<file path="src/rtl/mccu_pkg.sv">
// Shared types and helpers for the MCCU quota engine: per-core state encoding,
// consumption-sum width and the default quota word.
package mccu_pkg;

  typedef enum logic [1:0] {
    ST_IDLE      = 2'd0,
    ST_RUN       = 2'd1,
    ST_EXHAUSTED = 2'd2
  } core_state_e;

  // Width of the per-core event-weight sum, wide enough to never overflow
  function automatic int cons_width(input int weight_width, input int events_per_core);
    return weight_width + $clog2(events_per_core);
  endfunction

  localparam int QUOTA_WIDTH = 32;
  typedef logic [QUOTA_WIDTH-1:0] quota_t;

endpackage

</file>
<file path="src/rtl/mccu_core_quota.sv">
// One quota channel: weighted event sum, saturating decrement, IDLE/RUN/EXHAUSTED
// state and the registered level interrupt.
module mccu_core_quota
  import mccu_pkg::*;
#(
  parameter int DATA_WIDTH      = 32,
  parameter int WEIGHT_WIDTH    = 8,
  parameter int EVENTS_PER_CORE = 2
) (
  input  logic                                         clk_i,
  input  logic                                         rstn_i,
  input  logic                                         enable_i,
  input  logic                                         update_i,
  input  logic                                         refill_i,
  input  logic [DATA_WIDTH-1:0]                        limit_i,
  input  logic [EVENTS_PER_CORE-1:0][WEIGHT_WIDTH-1:0] weights_i,
  input  logic [EVENTS_PER_CORE-1:0]                   events_i,
  output logic [DATA_WIDTH-1:0]                        quota_o,
  output logic                                         intr_o
);

  localparam int CONS_WIDTH = cons_width(WEIGHT_WIDTH, EVENTS_PER_CORE);

  core_state_e            state_r, state_s;
  logic [DATA_WIDTH-1:0]  quota_r, quota_s;
  logic                   intr_r, intr_s;
  logic [CONS_WIDTH-1:0]  cons_s;
  logic [DATA_WIDTH-1:0]  cons_ext_s;
  logic [DATA_WIDTH-1:0]  sub_s;
  logic                   limit_nz_s;

  // Sum of weights over the events asserted this cycle
  always_comb begin
    cons_s = {CONS_WIDTH{1'b0}};
    for (int e = 0; e < EVENTS_PER_CORE; e++) begin
      if (events_i[e]) begin
        cons_s = cons_s + CONS_WIDTH'(weights_i[e]);
      end else begin
        cons_s = cons_s;
      end
    end
  end

  assign cons_ext_s = DATA_WIDTH'(cons_s);
  assign sub_s      = (quota_r > cons_ext_s) ? (quota_r - cons_ext_s) : {DATA_WIDTH{1'b0}};
  assign limit_nz_s = (limit_i != {DATA_WIDTH{1'b0}});

  // Next state: update > refill > hold when disabled > event decrement
  always_comb begin
    state_s = state_r;
    quota_s = quota_r;
    intr_s  = intr_r;
    if (update_i) begin
      quota_s = limit_i;
      state_s = limit_nz_s ? ST_RUN : ST_EXHAUSTED;
      intr_s  = ~limit_nz_s;
    end else if (refill_i) begin
      if (state_r != ST_IDLE) begin
        quota_s = limit_i;
        state_s = limit_nz_s ? ST_RUN : ST_EXHAUSTED;
        intr_s  = ~limit_nz_s;
      end else begin
        state_s = state_r;
      end
    end else if (!enable_i) begin
      state_s = state_r;
    end else begin
      case (state_r)
        ST_RUN: begin
          quota_s = sub_s;
          if (sub_s == {DATA_WIDTH{1'b0}}) begin
            state_s = ST_EXHAUSTED;
            intr_s  = 1'b1;
          end else begin
            state_s = ST_RUN;
          end
        end
        ST_IDLE, ST_EXHAUSTED: begin
          state_s = state_r;
        end
        default: begin
          state_s = ST_IDLE;
          quota_s = {DATA_WIDTH{1'b0}};
          intr_s  = 1'b0;
        end
      endcase
    end
  end

  // State, quota and interrupt registers
  always_ff @(posedge clk_i or negedge rstn_i) begin
    if (!rstn_i) begin
      state_r <= ST_IDLE;
      quota_r <= {DATA_WIDTH{1'b0}};
      intr_r  <= 1'b0;
    end else begin
      state_r <= state_s;
      quota_r <= quota_s;
      intr_r  <= intr_s;
    end
  end

  assign quota_o = quota_r;
  assign intr_o  = intr_r;

endmodule

</file>
<file path="src/rtl/mccu_quota_engine.sv">
// Weighted per-core contention quota engine with optional periodic refill;
// the top owns only the refill counter and replicates the per-core channel.
module mccu_quota_engine
  import mccu_pkg::*;
#(
  parameter int N_CORES         = 4,
  parameter int EVENTS_PER_CORE = 2,
  parameter int DATA_WIDTH      = 32,
  parameter int WEIGHT_WIDTH    = 8,
  parameter int PERIOD_WIDTH    = 32
) (
  input  logic                                                 clk_i,
  input  logic                                                 rstn_i,
  input  logic                                                 enable_i,
  input  logic                                                 update_i,
  input  logic [N_CORES-1:0][DATA_WIDTH-1:0]                   quota_limit_i,
  input  logic [N_CORES*EVENTS_PER_CORE-1:0][WEIGHT_WIDTH-1:0] weights_i,
  input  logic [N_CORES*EVENTS_PER_CORE-1:0]                   events_i,
  input  logic [PERIOD_WIDTH-1:0]                              refill_period_i,
  output logic [N_CORES-1:0][DATA_WIDTH-1:0]                   quota_o,
  output logic [N_CORES-1:0]                                   intr_o
);

  logic [PERIOD_WIDTH-1:0] cnt_r, cnt_s;
  logic                    period_on_s;
  logic                    match_s;
  logic                    refill_s;

  assign period_on_s = (refill_period_i != {PERIOD_WIDTH{1'b0}});
  // Counter may sit above a freshly lowered period; it then wraps naturally before matching
  assign match_s     = (cnt_r == (refill_period_i - {{(PERIOD_WIDTH-1){1'b0}}, 1'b1}));
  assign refill_s    = enable_i & period_on_s & match_s;

  // Refill counter next value
  always_comb begin
    cnt_s = cnt_r;
    if (update_i) begin
      cnt_s = {PERIOD_WIDTH{1'b0}};
    end else if (refill_s) begin
      cnt_s = {PERIOD_WIDTH{1'b0}};
    end else if (enable_i && period_on_s) begin
      cnt_s = cnt_r + {{(PERIOD_WIDTH-1){1'b0}}, 1'b1};
    end else begin
      cnt_s = cnt_r;
    end
  end

  // Refill counter register
  always_ff @(posedge clk_i or negedge rstn_i) begin
    if (!rstn_i) begin
      cnt_r <= {PERIOD_WIDTH{1'b0}};
    end else begin
      cnt_r <= cnt_s;
    end
  end

  for (genvar c = 0; c < N_CORES; c++) begin : g_core
    mccu_core_quota #(
      .DATA_WIDTH      (DATA_WIDTH),
      .WEIGHT_WIDTH    (WEIGHT_WIDTH),
      .EVENTS_PER_CORE (EVENTS_PER_CORE)
    ) u_core (
      .clk_i     (clk_i),
      .rstn_i    (rstn_i),
      .enable_i  (enable_i),
      .update_i  (update_i),
      .refill_i  (refill_s),
      .limit_i   (quota_limit_i[c]),
      .weights_i (weights_i[c*EVENTS_PER_CORE +: EVENTS_PER_CORE]),
      .events_i  (events_i[c*EVENTS_PER_CORE +: EVENTS_PER_CORE]),
      .quota_o   (quota_o[c]),
      .intr_o    (intr_o[c])
    );
  end

endmodule

</file>
<file path="config.mk">
export PLATFORM = sky130hd
export DESIGN_NAME = mccu_quota_engine
export DESIGN_NICKNAME = d
export VERILOG_FILES = /design/src/rtl/mccu_pkg.sv /design/src/rtl/mccu_core_quota.sv /design/src/rtl/mccu_quota_engine.sv
export SDC_FILE = /design/constraint.sdc
export NUM_CORES = 1
export LEC_CHECK = 0
export CAP_MARGIN = 20
export CORE_ASPECT_RATIO = 1.25
export CORE_MARGIN = 5
export CORE_UTILIZATION = 23
export CTS_BUF_LIST = sky130_fd_sc_hd__clkbuf_4
export CTS_CLUSTER_DIAMETER = 100
export DETAILED_ROUTE_END_ITERATION = 7
export PLACE_DENSITY_LB_ADDON = 0.15
export SYNTH_ARGS = -nofsm -noshare
export SYNTH_HDL_FRONTEND = slang
export SYNTH_HIERARCHICAL = 1
export SYNTH_SLANG_ARGS = --single-unit
export TNS_END_PERCENT = 30
</file>
<file path="constraint.sdc">
create_clock -name clk_i -period 5.6 [get_ports clk_i]
set_input_delay 0.84 -clock clk_i [delete_from_list [all_inputs] [get_ports clk_i]]
set_output_delay 0.84 -clock clk_i [all_outputs]
set_load 0.1 [all_outputs]
</file>
==> impl_results.md, run 1 <==
- R2r setup slk: 1.76 ns
- Least-Margin Pin Slew: 1.13 ns
- Clock root buffer master: clkbuf_4
- Setup WS post-layout: 0.192 ns
- Slew headroom: 24.2%
- First-pass GRT wire length: 121000 microns
- CP max stage delay: 0.57 ns
- Die height: 314 microns
- Layout area overhead: 42.5%
- Final Setup Violations: 0
- Setup Skew: 0.0254 ns
- Die X: 253 microns
- Leakage: 9.59 nW
- CP dominant cell by count: a21o_1
- Critical path class: in2reg
- Synth Net Count: 2504
- Final Hold Viols: 0
- Synth area leaders: dfrtp_1 (25%), nor2_1 (5.0%), o21ai_0 (4.8%), a21oi_1 (4.5%), ha_1 (4.4%)
- End of the worst register-to-register path: g_core[0].u_core/quota_o[6]
- Port bufs: 367
- Maxcap violations: 0
- CTS Buffer Depth: 2
- Clock slew at reported path FFs: 0.17 ns
- Remaining Overflow, GRT: 0
- Async SR Flop Fraction: 100%
- Unique cell type count in the Yosys netlist: 110
- Filler cells: 7825
- Remaining DRCs: 0
- Seq/Total Area, Yosys: 25.4%
- Reg2reg path depth: 15
- Startpoint types: input port
- Vias in the first global route: 20.2k
- PwrDens: 315 nW/um^2
- Status: completed
- Max Slew Vio Count: 0
- Worst-path fanout max: 6
- Syn Std Cell Area: 17000 sq um
- Post-route clock period utilization: 96.6%
- Area of the core: 73200 sq um
- Via density: 5.23
- Min cycle time layout: 5.41 ns
- Per-cell routed wire length: 20.9 microns
- Die ar.: 79300 sq um
- Total GRT Usage: 19.2%
- 1st-iter DRT viols: 1148
- Pin count of the biggest net entering global routing: 89
- Peak VDD IR: 0.000196 V
- Most frequent cells in the layout: clkdlybuf4s50_1 (365), buf_4 (293), nor2_1 (221)
- Hold path start: update_i
- Worst min path class: in2reg
- YS warnings: 6
- Initial DRT Pass Iterations: 5
- Fmax: 0.185 GHz
- DP HPWL: 63100 microns
- Synth Flop Type: dfrtp_1
- Layout cells sized above 1: 16.1%
- FF+latch count, synth: 172
- EDFF count, synth: 0
- Worst path slowest cell: or4_4
- Gp weighted congestion: 0.922
- Antenna violations before repair: 6
- Synthesized instance count: 2201
- Clock Sinks: 172
- CTS tree: yes
- Commonest non-fill, non-tap cell in the layout: clkdlybuf4s50_1
- Final ANT Viol Nets: 0
- WP data required: 6.30 ns
- Via count: 19.7k
- Hold endpoint: g_core[3].u_core/state_r[0]
- # nets final: 3097
- RSZ-0062 raised after global routing: no
- WP buf/inv: 2
- CTS H-tree depth: 4
- Hold Path Cell Cnt: 4
- Starting Density: 23.2%
- Post-synth top area share: 25.4%
- RR Startpoint: cnt_r[8]
- Critical path data arrival time: 6.11 ns
- Syn_area_per_cell: 7.71 sq um
- Delay-heaviest family, CP: compound AO/OA/AOI/OAI gates
- Dpl ws: -0.694 ns
- TritonCTS Buffers: 17
- Worst skew pair latency: 0.77 ns
- # rows: 111
- IO Pins: 368
- Total Power: 7.61 mW
- Drt total wl: 78900 microns
- Synth area leader: dfrtp_1
- Worst-path cell chain: clkdlybuf4s50_1 -> nand2_1 -> inv_1 -> ha_1 -> a21o_1 -> a21o_1 -> maj3_1 -> a22o_1 -> maj3_1 -> a21o_1 -> a221oi_1 -> ha_1 -> and2_1 -> a21o_2 -> or3_2 -> o21a_1 -> nor4_2 -> nand4_1 -> or4_4 -> a221oi_2
- CP endpoint kind: register
-- metal layers --
layer | up-vias | share of wire (%) | global-route usage (%) | routed length [microns]
met5 | - | 0.043 | 0 | 34
met1 | 9562 | 41 | 22.8 | 32300
met4 | 4 | 2.2 | 5.15 | 1770
li1 | 9492 | - | - | -
met3 | 96 | 5.5 | 4.39 | 4350
met2 | 580 | 51 | 34.7 | 40500
-- flip-flops by register name, indices dropped and copies added, names as in the netlist --
signal,cells
g_core.u_core/quota_o,128
cnt_r,32
g_core.u_core/state_r,8
g_core.u_core/intr_o,4
-- where the power goes --
part | leakage [nW] | switching [mW] | internal, mW | total, mW
Sequential | 2.18 | 0.336 | 1.42 | 1.75
Clock | 0.142 | 0.576 | 0.271 | 0.847
Combinational | 7.27 | 3.18 | 1.83 | 5.01
Total | 9.59 | 4.09 | 3.52 | 7.61
-- timing repair --
item                                   4_1_cts  5_1_grt
setup buffers                                0        0
endpoints found under the hold margin        4        0
gates resized for setup                      0       10
setup endpoints to repair                    0       11
hold buffers                                 1        0
-- tightest hold or removal path: stages --
cell,delay (ns)
buf_2,0.19
a21o_1,0.11
a22oi_1,0.06
nand2_1,0.06
-- worst max-delay path by stage --
stage | startpoint | depth (start not counted) | to | slack, ns
2_1_floorplan | events_i[0] | 20 | g_core[0].u_core/state_r[1] | -0.11
3_3_place_gp | events_i[0] | 21 | g_core[0].u_core/state_r[1] | -0.59
3_5_place_dp | events_i[0] | 23 | g_core[0].u_core/state_r[1] | -0.69
4_1_cts | events_i[0] | 23 | g_core[0].u_core/state_r[1] | 0.25
5_1_grt | events_i[2] | 21 | g_core[1].u_core/state_r[1] | 0.06
6_report | events_i[0] | 20 | g_core[0].u_core/state_r[1] | 0.19
-- final cells by class --
type / instances / area (sq um) / share of cell area (%)
Antenna cell: 4 / 10.0 / 0.0414
Inverter: 80 / 300 / 1.24
Timing Repair Buffer: 674 / 6140 / 25.4
Sequential cell: 172 / 4300 / 17.8
Tap cell: 960 / 1200 / 4.97
Clock inverter: 14 / 145 / 0.601
Clock buffer: 18 / 135 / 0.559
Multi-Input combinational cell: 1849 / 11900 / 49.4
-- cells in the mapped netlist (34+ instances only) --
cell / instances
dfrtp_1: 172
a21oi_1: 154
a21o_1: 34
ha_1: 59
xor2_1: 50
o21ai_1: 46
nor4_1: 87
xnor2_1: 80
clkbuf_1: 76
nand3_1: 62
nand4_1: 43
a22oi_1: 36
nor2_1: 225
o21ai_0: 164
inv_1: 80
nor3_1: 84
nand2_1: 178
-- stage by stage --
step	setup TNS (ns)	utilization (%)	area [sq um]	hold slack (ns)	std cells
detailed placement	-28.25	32.6	23800	0.514	3733
global placement	-17.72	32.6	23800	0.513	3733
finish	0	33.0	24200	0.514	3771
floorplan	-0.240	-	17000	0.523	2201
global route	0	33.0	24200	0.416	3768
CTS	0	33.0	24100	0.340	3766
-- kinds of logic (layout without fill, tap and decap cells) --
family / after synthesis / after routing / share of synthesized area (%)
xor+xnor: 130 / 130 / 6.71
other cells: 0 / 4 / 0
compound gates: 686 / 686 / 26.4
buf+inv: 180 / 786 / 4.58
simple gates: 931 / 931 / 29.5
fa+ha+maj: 75 / 75 / 5.77
mux: 27 / 27 / 1.66
flops: 172 / 172 / 25.4
Note: power is estimated with default switching activity, not from simulation.
==> inputs of run 2 (changes only) <==
--- a/config.mk
+++ b/config.mk
@@ -5,8 +5,6 @@
 export SDC_FILE = /design/constraint.sdc
 export NUM_CORES = 1
 export LEC_CHECK = 0
-export CAP_MARGIN = 20
-export CORE_ASPECT_RATIO = 1.25
 export CORE_MARGIN = 5
 export CORE_UTILIZATION = 23
 export CTS_BUF_LIST = sky130_fd_sc_hd__clkbuf_4
==> impl_results.md, run 2 (synthesis results as in run 1) <==
- PwrDens: 319 nW/um^2
- WHS: 0.0941 ns
- Clock root buffer master: clkbuf_4
- WP data required: 6.24 ns
- Die ar.: 79300 sq um
- Critical path data arrival time: 6.07 ns
- CP dominant cell by count: a21o_1
- P_int: 3.63 mW
- Die height: 282 microns
- Via count: 19.6k
- WP buf/inv: 2
- Final Hold Viols: 0
- Clock Sinks: 172
- Worst-path cell chain: clkdlybuf4s50_1 -> nand2_1 -> inv_1 -> ha_1 -> a21o_1 -> a21o_1 -> maj3_1 -> a22o_1 -> maj3_1 -> a21o_1 -> a221oi_1 -> ha_1 -> and2_1 -> a21o_2 -> or3_2 -> o21a_1 -> nor4_2 -> nand4_1 -> or4_4 -> a221oi_2
- Commonest non-fill, non-tap cell in the layout: clkdlybuf4s50_1
- Remaining DRCs: 0
- # hold bufs at CTS: 0
- Delay-heaviest family, CP: compound AO/OA/AOI/OAI gates
- First-pass GRT wire length: 119000 microns
- Least-Margin Pin Slew: 1.15 ns
- Layout cells sized above 1: 15.7%
- Pin count of the biggest net entering global routing: 93
- Total GRT Usage: 19.1%
- Maxcap violations: 0
- CTS Buffer Depth: 2
- Filler cells: 7766
- # nets final: 3070
- Layout area overhead: 41.8%
- Vias in the first global route: 19.6k
- Leakage: 9.50 nW
- Initial DRT Pass Iterations: 8
- 1st-iter DRT viols: 1595
- Clock slew at reported path FFs: 0.15 ns
- Footprint of the multi-input gates: 12000 sq um
- Starting Density: 23.2%
- Post-route clock period utilization: 97.0%
- RSZ-0062 raised after global routing: no
- Combinational fraction of design power: 65.1%
- IO Pins: 368
- Drt total wl: 78000 microns
- CP endpoint kind: register
- Critical path class: in2reg
- CTS H-tree depth: 4
- Final Setup Violations: 0
- Startpoint types: input port
- Max reg flops: 128
- Per-cell routed wire length: 20.9 microns
- Area of the core: 73100 sq um
- TritonCTS Buffers: 17
- Slew headroom: 23.3%
- Clock power frac: 12.0%
- Max Slew Vio Count: 0
- Worst min path class: in2async
- Worst path slowest cell: or4_4
- Min cycle time layout: 5.43 ns
- Sequential power share: 22.9%
- Gp weighted congestion: 0.920
- # rows: 99
- Total Power: 7.68 mW
- Most frequent cells in the layout: clkdlybuf4s50_1 (364), buf_4 (267), nor2_1 (221)
- Worst skew pair latency: 0.73 ns
- Switching share of power: 52.8%
- Antenna violations before repair: 5
- Via density: 5.23
- Register area: 4300 sq um
- Setup Skew: 0.0294 ns
- Final ANT Viol Nets: 0
- Fmax: 0.184 GHz
- DP HPWL: 63000 microns
- CP max stage delay: 0.57 ns
- Sw power: 4.06 mW
- Die X: 282 microns
- Peak VDD IR: 0.000223 V
- Setup_tns: 0 ns
- Status: completed
- CTS tree: yes
- Worst-path fanout max: 4
- Remaining Overflow, GRT: 0
- Port bufs: 367
-- run 2: power by group through the flow --
stage               Combinational (mW)  Clock [mW]  Sequential, mW
floorplan                         1.81           0            2.92
global placement                  4.99           0            1.79
detailed placement                4.98           0            1.78
CTS                               5.00       0.980            1.76
global route                      5.35        1.00            1.79
finish                            5.00       0.919            1.76
-- run 2: worst reg2reg max path, delay by kind of cell (launching register included) --
kind	cells	cell delay, ns
xor+xnor	1	0.18
flops	1	0.48
buf+inv	2	0.54
compound gates	3	0.43
simple gates	9	2.20
-- run 2: stage by stage --
step / utilization [%] / cells / instance area [sq um] / setup slack (ns)
6_report: 32.9 / 3741 / 24000 / 0.170
5_1_grt: 32.9 / 3738 / 24000 / 0.00141
4_1_cts: 32.8 / 3735 / 24000 / 0.0553
3_5_place_dp: 32.4 / 3706 / 23600 / -0.751
3_3_place_gp: 32.4 / 3706 / 23600 / -0.606
2_1_floorplan: - / 2201 / 17000 / -0.108
-- run 2: final cells by class --
class	instances	share of cell area, %
multi-input cells	1849	49.7
diodes	5	0.0520
clock inverters	11	0.812
flip-flops and latches	172	17.9
well taps	959	4.99
inverters	80	1.25
clock buffers	18	0.562
repair buffers	647	24.7
-- run 2: worst paths after layout --
check,from,slack (ns),cells past startpoint,endpoint
setup / recovery,events_i[2],0.17,20,g_core[1].u_core/state_r[1]
max in group asynchronous,rstn_i,4.46,2,g_core[3].u_core/quota_o[22]
setup reg to reg,cnt_r[8],1.67,15,g_core[0].u_core/quota_o[9]
hold / removal,rstn_i,0.09,1,g_core[0].u_core/quota_o[5]
hold reg to reg,g_core[1].u_core/quota_o[4],0.54,2,g_core[1].u_core/quota_o[4]
min in group clk_i,update_i,0.53,3,g_core[2].u_core/state_r[0]
-- run 2: timing repair --
item	4_1_cts	5_1_grt
setup buffers	0	1
setup endpoints to repair	0	62
gates resized for setup	0	22
hold endpoints to repair	0	0
-- run 2: layer usage --
| metal | vias to the layer above | wire length, microns | track usage [%] |
|---|---|---|---|
| li1 | 9424 | - | - |
| met1 | 9490 | 35600 | 26.2 |
| met2 | 579 | 36400 | 30.9 |
| met3 | 77 | 4370 | 3.61 |
| met4 | 2 | 1650 | 5.13 |
| met5 | - | 13 | 0 |
